==> config.mk <==
export PLATFORM = sky130hd
export DESIGN_NAME = regfile_wb_arbiter
export DESIGN_NICKNAME = d
export VERILOG_FILES = /design/src/rtl/regfile_wb_arbiter.sv
export SDC_FILE = /design/constraint.sdc
export NUM_CORES = 1
export LEC_CHECK = 0
export CORE_MARGIN = 4
export CORE_UTILIZATION = 38
export DETAILED_ROUTE_END_ITERATION = 16
export PLACE_DENSITY_LB_ADDON = 0.25
export SLEW_MARGIN = 20
export SYNTH_ARGS = -nofsm -noshare
export SYNTH_HDL_FRONTEND = slang
export SYNTH_SLANG_ARGS = --single-unit
==> constraint.sdc <==
create_clock -name clk -period 2.3 [get_ports clk]
set_input_delay 0.46 -clock clk [delete_from_list [all_inputs] [get_ports clk]]
set_output_delay 0.46 -clock clk [all_outputs]
set_load 0.1 [all_outputs]
==> src/rtl/regfile_wb_arbiter.sv <==
// ---------------------------------------------------------------------------
// regfile_wb_arbiter
//
// Purpose:
//   Shares the single register-file write port (we3/A3/WD3) between two
//   requesters. The in-order pipeline writeback stage (P) always wins. The
//   long-latency execution unit (M) is served through a valid/ready handshake
//   whenever P is not writing.
//
//   The block also keeps a 32-entry scoreboard of destinations that have an
//   M operation in flight. The hazard unit queries it through two lookups.
//
//   A starvation counter limits how long M can be refused. When the limit is
//   reached, wb_stall asks the pipeline for a writeback bubble.
//
// Ports:
//   clk, rst_n              clock, asynchronous active-low reset
//   p_we, p_rd, p_wd        pipeline writeback request
//   m_valid, m_rd, m_wd     M result presented by the execution unit
//   m_ready                 M result accepted this cycle
//   m_issue, m_issue_rd     M operation issued (marks the destination busy)
//   rs1, rs2                hazard lookup addresses
//   busy_rs1, busy_rs2      lookup results (registered state only)
//   wb_stall                pipeline must hold p_we low this cycle
//   sb_conflict             one-cycle pulse: issue to an already-busy register
//   rf_we, rf_a3, rf_wd     register-file write port
// ---------------------------------------------------------------------------
module regfile_wb_arbiter #(
    parameter int STARVE_LIMIT = 4,
    localparam int CW = $clog2(STARVE_LIMIT + 1)
) (
    input  logic        clk,
    input  logic        rst_n,
    input  logic        p_we,
    input  logic [4:0]  p_rd,
    input  logic [31:0] p_wd,
    input  logic        m_valid,
    input  logic [4:0]  m_rd,
    input  logic [31:0] m_wd,
    output logic        m_ready,
    input  logic        m_issue,
    input  logic [4:0]  m_issue_rd,
    input  logic [4:0]  rs1,
    input  logic [4:0]  rs2,
    output logic        busy_rs1,
    output logic        busy_rs2,
    output logic        wb_stall,
    output logic        sb_conflict,
    output logic        rf_we,
    output logic [4:0]  rf_a3,
    output logic [31:0] rf_wd
);

    localparam logic [CW-1:0] LIMIT_CNT = CW'(STARVE_LIMIT);

    logic          p_act;
    logic          p_grant;
    logic          m_fire;
    logic          m_write;
    logic [31:0]   busy;
    logic [31:0]   busy_next;
    logic          conflict_next;
    logic [CW-1:0] starve_cnt;

    // A write to x0 is not a request, so it never blocks M.
    assign p_act   = p_we & (p_rd != 5'd0);

    // p_grant is gated by rst_n so that the port stays quiet during reset.
    assign p_grant = rst_n & p_act;

    // m_ready does not look at m_valid. M can therefore see the grant
    // without a combinational loop through its own valid.
    assign m_ready = rst_n & ~p_act;
    assign m_fire  = m_valid & m_ready;

    // An M result to x0 completes the handshake but is not written.
    assign m_write = m_fire & (m_rd != 5'd0);

    // The write port is purely combinational. The register file captures
    // the write on the same edge as an unarbitrated writeback would.
    always_comb begin
        rf_we = 1'b0;
        rf_a3 = 5'd0;
        rf_wd = 32'd0;
        if (p_grant) begin
            rf_we = 1'b1;
            rf_a3 = p_rd;
            rf_wd = p_wd;
        end else if (m_write) begin
            rf_we = 1'b1;
            rf_a3 = m_rd;
            rf_wd = m_wd;
        end
    end

    // Scoreboard next state. The clear is applied first and the set second,
    // so a back-to-back issue to the register being retired stays busy.
    // Bit 0 is forced low so that x0 never reports a hazard.
    always_comb begin
        busy_next = busy;
        if (m_fire) begin
            busy_next[m_rd] = 1'b0;
        end
        if (m_issue && (m_issue_rd != 5'd0)) begin
            busy_next[m_issue_rd] = 1'b1;
        end
        busy_next[0] = 1'b0;
    end

    // A conflict means the register was already pending and is not retired
    // on this same edge. Re-issuing while the old result retires is the
    // normal back-to-back case and is not reported.
    assign conflict_next = m_issue
                         & (m_issue_rd != 5'd0)
                         & busy[m_issue_rd]
                         & ~(m_fire & (m_rd == m_issue_rd));

    always_ff @(posedge clk or negedge rst_n) begin
        if (!rst_n) begin
            busy        <= 32'd0;
            sb_conflict <= 1'b0;
        end else begin
            busy        <= busy_next;
            sb_conflict <= conflict_next;
        end
    end

    // Lookups read the registered scoreboard only. An issue or retire in the
    // current cycle becomes visible one cycle later.
    assign busy_rs1 = busy[rs1];
    assign busy_rs2 = busy[rs2];

    // Counts the consecutive cycles in which M is refused. The count
    // saturates at the limit, so a pipeline that ignores wb_stall keeps
    // seeing the request instead of wrapping around.
    always_ff @(posedge clk or negedge rst_n) begin
        if (!rst_n) begin
            starve_cnt <= '0;
        end else if (m_valid && !m_ready) begin
            if (starve_cnt != LIMIT_CNT) begin
                starve_cnt <= starve_cnt + CW'(1);
            end
        end else begin
            starve_cnt <= '0;
        end
    end

    assign wb_stall = (starve_cnt == LIMIT_CNT);

endmodule

# Yosys cells after proc, flatten, opt, wreduce, memory -nomap -nowiden

Cells that the tools add are included.

Register bits: 35
Input port bits: 94
Output and inout bits: 43
Word-level logic and storage cells: 56

$add $sub $neg: 1
$lt $le $gt $ge: 6
Equality and inequality tests: 4
Muxes and demuxes: 20
Bitwise operators: 14
Reductions and logical operators: 8

Operators with widths:

| kind                                                               | count |
|---|---|
| two-way mux 32 bit                                                 | 4 |
| AND 32 bit                                                         | 1 |
| NOT 32 bit                                                         | 1 |
| OR 32 bit                                                          | 1 |
| < comparator 5 x 6 -> 1 bit (second input constant)                | 4 |
| binary-select mux 1 bit (select 5 bit)                             | 3 |
| nonzero test 5 bit                                                 | 3 |
| demux 1 bit (select 5 bit)                                         | 2 |
| greater-or-equal comparator 5 x 1 -> 1 bit (second input constant) | 2 |
| two-way mux 5 bit                                                  | 2 |
| AND 1 bit                                                          | 9 |
| two-way mux 1 bit                                                  | 7 |
| two-way mux 3 bit                                                  | 2 |
| equality test 5 bit                                                | 1 |
| logical AND 1 bit                                                  | 4 |
| adder 3 x 1 -> 3 bit (second input constant)                       | 1 |
| equality test 3 bit (second input constant)                        | 1 |
| inequality test 3 bit (second input constant)                      | 1 |
| inequality test 2 x 1 -> 1 bit (second input constant)             | 1 |
| NOT 1 bit                                                          | 2 |
| zero test 1 bit                                                    | 1 |

# Depth between registers and ports, before layout

Word-level depth: 9
Gate-level depth with buffers: 7
Gate-level depth less buffers: 6

# Least setup slack after synthesis

Ideal clock, no wire load.

Path type: input to output
Start: input port p_rd[2]
End: output port m_ready
Arrival time: 2.673 ns
Data required time: 1.840 ns
Setup slack: -0.833 ns
Cell stages on the path: 5
Path buffers: 2
Cells stage by stage: or4_1 > o21a_1 > buf_6 > buf_6 > nor2_1

Cells in the longest elaborated chain, start to end: 4

RTL lines:

| item               | line | source |
|---|---|---|
| from (decl)        | 35   | `input logic [4:0] p_rd,` |
| nonzero test 5 bit | 66   | `assign p_act = p_we & (p_rd != 5'd0);` |
| AND 1 bit          | 66   |  |
| NOT 1 bit          | 73   | `assign m_ready = rst_n & ~p_act;` |
| AND 1 bit          | 73   |  |
| to (decl)          | 40   | `output logic m_ready,` |

Every way passes these cells.

# Worst setup path in the final report

Start: input port m_rd[3]
End: output port rf_wd[15]

Cells in the longest elaborated chain, start to end: 4

RTL lines:

| item               | line | source |
|---|---|---|
| from (decl)        | 38   | `input logic [4:0] m_rd,` |
| nonzero test 5 bit | 77   | `assign m_write = m_fire & (m_rd != 5'd0);` |
| AND 1 bit          | 77   |  |
| two-way mux 32 bit | 89   | `end else if (m_write) begin` |
| two-way mux 32 bit | 85   | `if (p_grant) begin` |
| to (decl)          | 51   | `output logic [31:0] rf_wd` |

Every way passes these cells.

==> impl_metrics.ini <==
[floorplan]
die_h_um = 96.3
io_pins = 137
rows = 31
coreArea_um2 = 7410
die_w_um = 96.3
initial_core_util_pct = 40.0
dieArea_um2 = 9280

[routing]
ant_nets = 0
routedWlPerCell_um = 27.2
via_per_inst = 6.58
dr_total_vias = 3687
firstDrtPassIters = 7
wirelength_um = 15200
route.detailed.drc = 0
drt_iter0_markers = 472

[cts]
clock-sinks = 35
cts_max_path_buffers = 2
cts_hold_buffers = 0
clockRootBuffer = clkbuf_8
cts_buffers = 5
cts_tree = done
insertion_delay_ns = 0.30
clk_pin_slew_worst_paths_ns = 0.08
htree_num_levels = 2

[placement]
dp_hpwl_um = 10100
gp_congestion = 0.948
io_buffers = 136

[power]
ir_drop_uv = 386
p_per_area_nw_per_um2 = 561
power_uw = 3380
p_leak_uw = 0.00246

[logic_synthesis]
yosys.area.top_type_share_pct = 29.5
ys_ff_latch = 35
syn-cell-area_um2 = 2970
synth.largest_area_cell = dfrtp_1
netlist_instances = 282
synth_fp_nets = 378
synth_cell_types = 37
avgSynthCellArea_um2 = 10.5
synth.area.top_cells = dfrtp_1 30%, mux4_2 19%, a22o_1 11%
synth_warnings = 0
ys_seq_area_share_pct = 29.5

[sta]
clock_skew_ns = 0.0115
setup_slack_ns = -0.435
post-route-period-util_pct = 119
tightest_slew_ns = 0.621
rsz0062_at_grt = yes
setup_viol = 42
fmax_ghz = 0.366
fin_tns_setup_ns = -14.56
fin_hold_ws_ns = 0.237
hold_viol = 0
fin_crit_ns = 2.73
maxSlewViolCount = 0
max_slew_margin_pct = 58.6

[critical_path]
cp_data_required_time_ns = 1.84
arrival_ns = 2.27
crit_path_end_kind = primary output
cp_slowest_stage_delay_ns = 0.42
crit_fanout = 5
path_cells = clkdlybuf4s15_1 -> or3_4 -> nor2_4 -> nor3_4 -> buf_6 -> buf_12 -> buf_8 -> buf_16 -> a22o_4 -> buf_12
critical_path.slowest_cell = or3_4
cp_top_family = buffers and inverters
cp-start-kind = primary input
timing_worst_setup_path_type = in -> out
crit_top_cell = buf_12
cp.buffers_inverters = 6

[finish]
finalNetCount = 556
drive_gt1_share_pct = 46.4
antenna_cells = 0
fillCellCount = 394
area_growth_pct = 103

[global_routing]
antenna_found_initial = 0
gr-usage-met2_pct = 57.0
grt_start_max_net_pins = 22
use_met3_pct = 7.51
grt.overflow.total = 0
grt_pass1_vias = 3917
grt_util_all_layers_pct = 32.4
met1_usage_pct = 38.4
grt_pass1_wl_um = 22100
grt.busiest_layer = met2

[run_status]
status = complete, but fails checks
violations = negative setup slack

[hold_path]
hold_path.class = in -> async

[run]
maxCapViolations = 0
-- metrics by stage --
step / setup WS [ns] / utilization [%] / instance area (um^2) / cells
after global placement: -0.693 / 72.7 / 5380 / 531
after detailed placement: -0.716 / 72.7 / 5380 / 531
after global routing: -0.441 / 81.2 / 6010 / 560
final: -0.435 / 81.2 / 6010 / 560
after floorplan: -0.243 / - / 3380 / 282
after CTS: -0.422 / 79.7 / 5900 / 560
-- repair_timing --
| item | 4_1_cts | 5_1_grt |
|---|---|---|
| endpoints found under the setup margin | 73 | 62 |
| pin swaps | 13 | 9 |
| cloned | 10 | 1 |
| resized for setup | 62 | 30 |
| setup buffers | 11 | 1 |
-- cell families after synthesis --
kind of cell               after synthesis  share of synthesized area (%)
DFF                                     35                           29.5
buffers and inverters                   35                           7.13
xor gates and xnor gates                 6                           1.77
and+or+nand+nor                         61                           11.4
adders and majority gates                2                          0.844
muxes                                   30                           20.8
AOI/OAI and AO/OA                      113                           28.5
-- cell usage in the layout, fill, tap and decap left out, types with 3 or more instances in the layout --
cell	instances
a21oi_1	5
a22o_4	37
and2_4	3
buf_12	48
buf_16	6
buf_4	42
buf_6	12
clkbuf_8	5
clkdlybuf4s15_1	5
clkdlybuf4s50_1	79
dfrtp_1	35
inv_1	4
mux4_2	25
nand2_1	14
nand2b_1	7
nand3_1	9
nand3b_1	4
nor2_1	5
nor2_4	3
nor2b_1	4
o21ai_0	23
o21ai_1	9
o41ai_1	19
o41ai_2	11
or2_2	3
xnor2_1	6
-- area by class of cell --
class | instances | area, um^2 | share of cell area [%]
Multi-Input combinational cell | 215 | 2380 | 39.6
Inverter | 4 | 15.0 | 0.250
Clock buffer | 5 | 68.8 | 1.14
Tap cell | 99 | 124 | 2.06
Timing Repair Buffer | 199 | 2500 | 41.7
Sequential cell | 35 | 876 | 14.6
Clock inverter | 3 | 43.8 | 0.728
-- metal layers --
layer	vias up	routed length, um
met2	313	7820
met4	0	687
met5	-	0
met1	1791	5210
li1	1515	-
met3	68	1520
-- final timing paths --
path / startpoint / end / slack, ns / cells past startpoint
worst min-delay path: rst_n / busy[13]$_DFF_PN0_ / 0.24 / 2
worst min register to register: starve_cnt[1]$_DFFE_PN0P_ / starve_cnt[1]$_DFFE_PN0P_ / 0.56 / 2
max in group asynchronous: rst_n / busy[9]$_DFF_PN0_ / 1.81 / 2
worst max-delay path: m_rd[3] / rf_wd[15] / -0.43 / 10
min in group clk: starve_cnt[1]$_DFFE_PN0P_ / starve_cnt[1]$_DFFE_PN0P_ / 0.56 / 2
worst max register to register: busy[15]$_DFF_PN0_ / sb_conflict$_DFF_PN0_ / 0.59 / 5
-- synth_stat cells, drive strengths merged --
cell and instances:
o211ai 1, nor2b 4, dfrtp 35, or3 2
nor3 2, or4 2, nand2 14, a31oi 1
or3b 1, a21oi 5, a221oi 1, a22o 37
a22oi 1, nand3 9, o211a 1, o41ai 31
buf 17, ha 2, clkbuf 14, xnor2 6
or2 5, nand4 1, and2 1, inv 4
o21a 2, nor2 8, mux2 3, o21ai 32
mux4 25, a32oi 1, mux2i 2, nand2b 7
nand3b 4, and3b 1
-- report_power, final --
part           leakage (uW)  internal (uW)  switching [uW]  total, uW
Combinational       0.00199            920             928       1850
Sequential         0.000414            753             192        944
Clock             0.0000581            323             259        582
-- state kept, by name (all words and copies together), names as in the netlist --
| register | flops |
|---|---|
| busy | 31 |
| starve_cnt | 3 |
| sb_conflict | 1 |
Note: power is estimated with default switching activity, not from simulation.
